$ cat config.mk
export PLATFORM = sky130hd
export DESIGN_NAME = switch_allocator
export DESIGN_NICKNAME = d
export VERILOG_FILES = /design/src/rtl/switch_allocator.sv
export SDC_FILE = /design/constraint.sdc
export NUM_CORES = 1
export LEC_CHECK = 0
export CAP_MARGIN = 5
export CORE_MARGIN = 4
export CORE_UTILIZATION = 35
export CTS_BUF_LIST = sky130_fd_sc_hd__clkbuf_8 sky130_fd_sc_hd__clkbuf_16
export CTS_CLUSTER_SIZE = 14
export DETAILED_ROUTE_END_ITERATION = 6
export GPL_TIMING_DRIVEN = 0
export PLACE_DENSITY = 0.54
export SETUP_SLACK_MARGIN = 0.05
export SLEW_MARGIN = 20
export SYNTH_ARGS = -nofsm -noshare
export SYNTH_HDL_FRONTEND = slang
export SYNTH_SLANG_ARGS = --single-unit
export TNS_END_PERCENT = 1
$ cat constraint.sdc
create_clock -name clk -period 10.67 [get_ports clk]
set_input_delay 1.6005 -clock clk [delete_from_list [all_inputs] [get_ports clk]]
set_output_delay 1.6005 -clock clk [all_outputs]
set_load 0.02 [all_outputs]
$ cat src/rtl/switch_allocator.sv
// switch_allocator: per-output round-robin switch allocator for the mesh router.
// Grants at most one input per output each cycle, with credit-based flow control
// toward the downstream buffers.
// Optional feature macro: SWITCH_ALLOC_WORMHOLE_EN (per-output packet locking).
`ifndef PORT_NUM
`define PORT_NUM 5
`endif

module switch_allocator #(
    parameter int N_PORT  = `PORT_NUM,
    parameter int CREDITS = 4,
    parameter int CNT_W   = $clog2(CREDITS + 1)
) (
    input  logic                          clk,
    input  logic                          reset,
    input  logic [N_PORT-1:0]             req_valid,
    input  logic [N_PORT-1:0][N_PORT-1:0] req_port,
    input  logic [N_PORT-1:0]             req_head,
    input  logic [N_PORT-1:0]             req_tail,
    input  logic [N_PORT-1:0]             credit_in,
    output logic [N_PORT-1:0]             grant_out,
    output logic [N_PORT-1:0][N_PORT-1:0] port_sel,
    output logic [N_PORT-1:0]             out_locked
);
    localparam int PTR_W = (N_PORT > 1) ? $clog2(N_PORT) : 1;

    logic [PTR_W-1:0]  rr_ptr [N_PORT];
    logic [CNT_W-1:0]  credit [N_PORT];
    logic [N_PORT-1:0] elig [N_PORT];
    logic [PTR_W-1:0]  winner [N_PORT];
    logic [N_PORT-1:0] out_granted;
    logic [N_PORT-1:0] ptr_adv;

`ifdef SWITCH_ALLOC_WORMHOLE_EN
    typedef enum logic {FREE = 1'b0, LOCKED = 1'b1} lock_state_t;

    lock_state_t      lock_q  [N_PORT];
    lock_state_t      lock_d  [N_PORT];
    logic [PTR_W-1:0] owner_q [N_PORT];
    logic [PTR_W-1:0] owner_d [N_PORT];

    // An input may compete for an output only if it has credit and obeys the output's lock
    always_comb begin
        elig = '{default: '0};
        for (int o = 0; o < N_PORT; o++) begin
            for (int i = 0; i < N_PORT; i++) begin
                elig[o][i] = req_valid[i] && req_port[i][o] && (credit[o] != '0);
                if (lock_q[o] == LOCKED)
                    elig[o][i] = elig[o][i] && (owner_q[o] == PTR_W'(i));
                else
                    elig[o][i] = elig[o][i] && req_head[i];
            end
        end
    end

    // Lock next state: a head without tail claims the output, the owner's tail releases it
    always_comb begin
        lock_d  = lock_q;
        owner_d = owner_q;
        for (int o = 0; o < N_PORT; o++) begin
            if (out_granted[o]) begin
                if (lock_q[o] == FREE) begin
                    if (req_head[winner[o]] && !req_tail[winner[o]]) begin
                        lock_d[o]  = LOCKED;
                        owner_d[o] = winner[o];
                    end
                end else if (req_tail[winner[o]]) begin
                    lock_d[o] = FREE;
                end
            end
        end
    end

    // Lock state register; reset drops every in-flight reservation
    always_ff @(posedge clk) begin
        if (reset) begin
            for (int o = 0; o < N_PORT; o++) begin
                lock_q[o]  <= FREE;
                owner_q[o] <= '0;
            end
        end else begin
            lock_q  <= lock_d;
            owner_q <= owner_d;
        end
    end

    // Reservation status and pointer movement, which happens only at packet end
    always_comb begin
        out_locked = '0;
        ptr_adv    = '0;
        for (int o = 0; o < N_PORT; o++) begin
            out_locked[o] = (lock_q[o] == LOCKED);
            ptr_adv[o]    = req_tail[winner[o]];
        end
    end
`else
    logic unused_flit_flags;
    assign unused_flit_flags = ^{req_head, req_tail};

    // Without locking every flit competes on its own, limited only by credits
    always_comb begin
        elig = '{default: '0};
        for (int o = 0; o < N_PORT; o++) begin
            for (int i = 0; i < N_PORT; i++) begin
                elig[o][i] = req_valid[i] && req_port[i][o] && (credit[o] != '0);
            end
        end
    end

    // No reservations exist, and the pointer moves after every grant
    always_comb begin
        out_locked = '0;
        ptr_adv    = '1;
    end
`endif

    // Round-robin pick per output, scanning upward from its pointer with wrap-around
    always_comb begin
        int idx;
        idx         = 0;
        grant_out   = '0;
        port_sel    = '0;
        out_granted = '0;
        winner      = '{default: '0};
        for (int o = 0; o < N_PORT; o++) begin
            for (int k = 0; k < N_PORT; k++) begin
                idx = (int'(rr_ptr[o]) + k) % N_PORT;
                if (!out_granted[o] && elig[o][idx]) begin
                    out_granted[o] = 1'b1;
                    winner[o]      = PTR_W'(idx);
                end
            end
            if (out_granted[o]) begin
                port_sel[winner[o]][o] = 1'b1;
                grant_out[winner[o]]   = 1'b1;
            end
        end
    end

    // Pointer and credit registers; a grant and a returned credit in one cycle cancel out
    always_ff @(posedge clk) begin
        if (reset) begin
            for (int o = 0; o < N_PORT; o++) begin
                rr_ptr[o] <= '0;
                credit[o] <= CNT_W'(CREDITS);
            end
        end else begin
            for (int o = 0; o < N_PORT; o++) begin
                if (out_granted[o] && ptr_adv[o])
                    rr_ptr[o] <= (winner[o] == PTR_W'(N_PORT - 1)) ? '0 : winner[o] + 1'b1;
                if (out_granted[o] && !credit_in[o])
                    credit[o] <= credit[o] - 1'b1;
                else if (!out_granted[o] && credit_in[o] && (credit[o] != CNT_W'(CREDITS)))
                    credit[o] <= credit[o] + 1'b1;
            end
        end
    end

    // Simulation checks: at most one requested output per input, no credit beyond buffer depth
    generate
        for (genvar g = 0; g < N_PORT; g++) begin : g_chk
            a_req_onehot: assert property (@(posedge clk) disable iff (reset)
                req_valid[g] |-> $onehot0(req_port[g]));
            a_credit_ovf: assert property (@(posedge clk) disable iff (reset)
                !(credit_in[g] && !out_granted[g] && (credit[g] == CNT_W'(CREDITS))));
        end
    endgenerate
endmodule

==> parameters.txt <==
Parameter                              Value

Critical path
  Nature of the critical path startpoint    register
  Number of cells on the worst reg-to-reg path    25
  Crit Reg-Reg Startpoint    rr_ptr[0][9]
  Terminus of the critical flop-to-flop path    credit[3][2]
  Type of destination of the critical path    output port
  Critical path class    register to output port
  Setup slack of the worst register-to-register path    ~3.6 ns
  Endpoint required time on the critical path    around 9 ns
  Data arrival at the endpoint of the critical path    just under 8 ns
  Critical path peak fanout    13

Detailed routing
  Final routed wirelength across all metal layers    between 30 and 40 mm
  DRC viols    0
  Drt initial violations    735
  Antenna violation net count after detailed routing    0
  Vias per inst    about 5.8
  Vias after detailed routing    10501
  Total iterations of the first detailed-routing run    5
  Routed wirelength normalized by instance count    17.9 um

STA
  Final worst path period share    0.882
  Transition time at the pin with the least slew margin    0.949 ns
  Clock skew after layout    approximately 0.0064 ns
  Shortest period the worst path allows    9.41 ns
  Final hold violation count    0
  Number of failing setup endpoints in the final timing report    0
  Pins Over Slew Limit    0
  Worst slew margin relative to its limit    0.357
  RSZ-0062 raised after global routing    no
  Setup total negative slack    0 ns
  Maximum clock frequency    between 100 and 150 MHz

Flow run
  Max-cap violations    0

Logic synthesis
  Synthesis Warnings    0
  Fraction of post-synthesis cell area in the top cell type by area    0.147
  Synth Area in Compound Gates    0.293
  Mapped Cells    roughly 1400
  Synth area leader    ha_1
  Flip-flop and latch count after synthesis    30
  Share of synthesized area occupied by flip-flops and latches    0.0874
  Most frequent cell after synthesis    ha_1
  Post-synth top flop    edfxtp_1
  Mean area per synthesized cell    ~7.6 sq um
  Post-synthesis adder-cell area fraction    0.159
  Count of flip-flops with a built-in enable after synthesis    30
  Leading post-synthesis cells by cell area    ha_1 15%, edfxtp_1 8.7%, mux2i_1 4.5%, nor2_1 3.8%, inv_1 3.6%
  Dominant combinational cell family by area after synthesis    compound AO/OA/AOI/OAI gates
  Area share of and/or/nand/nor cells after synthesis    0.264
  Portion of netlist area occupied by mux cells    0.0866
  Leading post-synthesis cells by instance count    121 x ha_1, 103 x nor2_1, 99 x inv_1
  Async S/R FF share, synth    0
  Xor-xnor portion of the synthesized cell area    0.0421
  Post-Syn Area    roughly 10000 sq um
  Count of cell types in the netlist    110

Global route
  Global-route total usage across every layer    0.191
  Wire length of the first global-routing pass    52.0 mm
  Pin count of the biggest net entering global routing    14
  Initial antenna violation count    0
  Number of global-route vias before repair    a little under 10000
  Global-route congestion overflow total    0

Clock network
  CTS tree    yes
  H-tree levels    2
  Number of buffers created by CTS    5
  Total setup buffers inserted after CTS    0
  Total of hold buffers inserted after clock tree synthesis    0
  Total number of clock tree sinks    30
  Buffer type at the clock tree root    clkbuf_16
  Clk buf depth    2
  Clock-pin slew of the registers on the worst-case setup and hold paths    approximately 0.050 ns
  Post-cts resize count    0
  Clock insertion delay at the later pin of the skew report    ~0.28 ns

Floorplan
  Starting Density    0.357
  Num ports    between 80 and 90
  Die height    between 150 and 200 um
  Die Footprint    32300 sq um
  X dimension of the die    about 180 um
  Placement Rows    62
  Core region area    a little under 30000 sq um

Cells and area
  Synthesis-to-layout area growth    12.7%
  Fraction of layout cells with a size suffix above 1    0.0908
  Antenna Cells    0
  Number of nets in the finished design    about 1600

Status
  Outcome    finished, final reports clean

Worst hold path
  Worst Hold Path EP    credit[4][0]
  Startpoint of the most critical hold path    credit[4][0]
  Class of the tightest hold or removal check    register to register
  Cell depth of the worst hold path    1

Place
  Placer congestion estimate    around 0.9
  Placed wire-length estimate after detailed placement    approximately 26 mm
  Quantity of I/O buffers inserted on ports    between 60 and 70
==> routing by layer <==
metal	part of all wire	global-route usage	up-vias
li1	-	-	5238
met3	0.043	0.0182	28
met4	0.019	0.0387	0
met5	0	0	-
met1	0.48	0.276	4991
met2	0.45	0.312	244
==> placed cells by master (no fill, tap or decap), drive strengths merged, types with 17 or more instances in the layout <==
| cell | instances |
|---|---|
| buf | 30 |
| mux2 | 24 |
| o21ai | 61 |
| nand2b | 40 |
| xnor2 | 37 |
| a21oi | 78 |
| a211oi | 24 |
| clkbuf | 35 |
| nor2b | 29 |
| nor2 | 103 |
| nor3 | 42 |
| clkdlybuf4s50 | 65 |
| edfxtp | 30 |
| mux2i | 46 |
| nand3 | 47 |
| inv | 107 |
| and2 | 28 |
| ha | 121 |
| nand2 | 94 |
| o211ai | 19 |
| a21o | 17 |
==> critical path, stage by stage (launching register included) <==
cell	delay, ns
edfxtp_1	0.52
buf_2	0.27
inv_1	0.14
clkbuf_1	0.54
ha_1	0.35
inv_1	0.11
ha_1	0.39
inv_1	0.11
ha_1	0.21
nor3_2	0.39
nor3_1	0.14
or2_2	0.35
ha_1	0.35
mux4_2	0.51
a221oi_1	0.52
o21ai_1	0.23
o31a_2	0.22
nand2_1	0.11
o221ai_1	0.15
a311o_1	0.40
nor3b_1	0.59
or4_1	0.31
clkdlybuf4s50_1	0.63
==> stage by stage <==
step                       util  setup WS [ns]  cell area (sq um)  std cells  hold WS [ns]
after floorplan               -           3.31              10300       1359         0.559
after global routing      0.402          0.878              11600       1815         0.632
final                     0.402           1.26              11600       1815         0.596
after detailed placement  0.397           1.65              11500       1808         0.593
after global placement    0.397           1.71              11500       1808         0.589
after CTS                 0.402           1.33              11600       1815         0.601
==> layout make-up <==
type / count / area [sq um]
sequential: 30 / 901
inverter: 110 / 413
timing repair buffer: 65 / 651
fill: 3084 / 17200
multi-input combinational: 1159 / 8730
clock inverter: 2 / 33.8
clock buffer: 5 / 125
tap: 384 / 480
buffer: 60 / 280
==> cell families after synthesis <==
| family | after synthesis |
|---|---|
| AOI/OAI and AO/OA | 403 |
| xor gates and xnor gates | 47 |
| adders and majority gates | 127 |
| buffers and inverters | 170 |
| DFF | 30 |
| muxes | 77 |
| other | 1 |
| and+or+nand+nor | 500 |
==> how the worst max path moves through the flow <==
stage / from / endpoint / slack (ns) / cells past startpoint
after global placement: rr_ptr[0][3] / grant_out[0] / 1.71 / 22
final: rr_ptr[0][3] / grant_out[0] / 1.26 / 22
after CTS: rr_ptr[0][3] / grant_out[0] / 1.33 / 22
after floorplan: rr_ptr[0][0] / grant_out[0] / 3.31 / 22
after detailed placement: rr_ptr[0][3] / grant_out[0] / 1.65 / 22
after global routing: rr_ptr[0][3] / grant_out[0] / 0.88 / 22
==> flip-flops by register name (all words and copies together), names as in the netlist <==
| signal | flops |
|---|---|
| credit | 15 |
| rr_ptr | 15 |
Power is left out: the tool's default activity adds up to more than one toggle a clock period on the data nets, which glitch-free logic cannot reach.
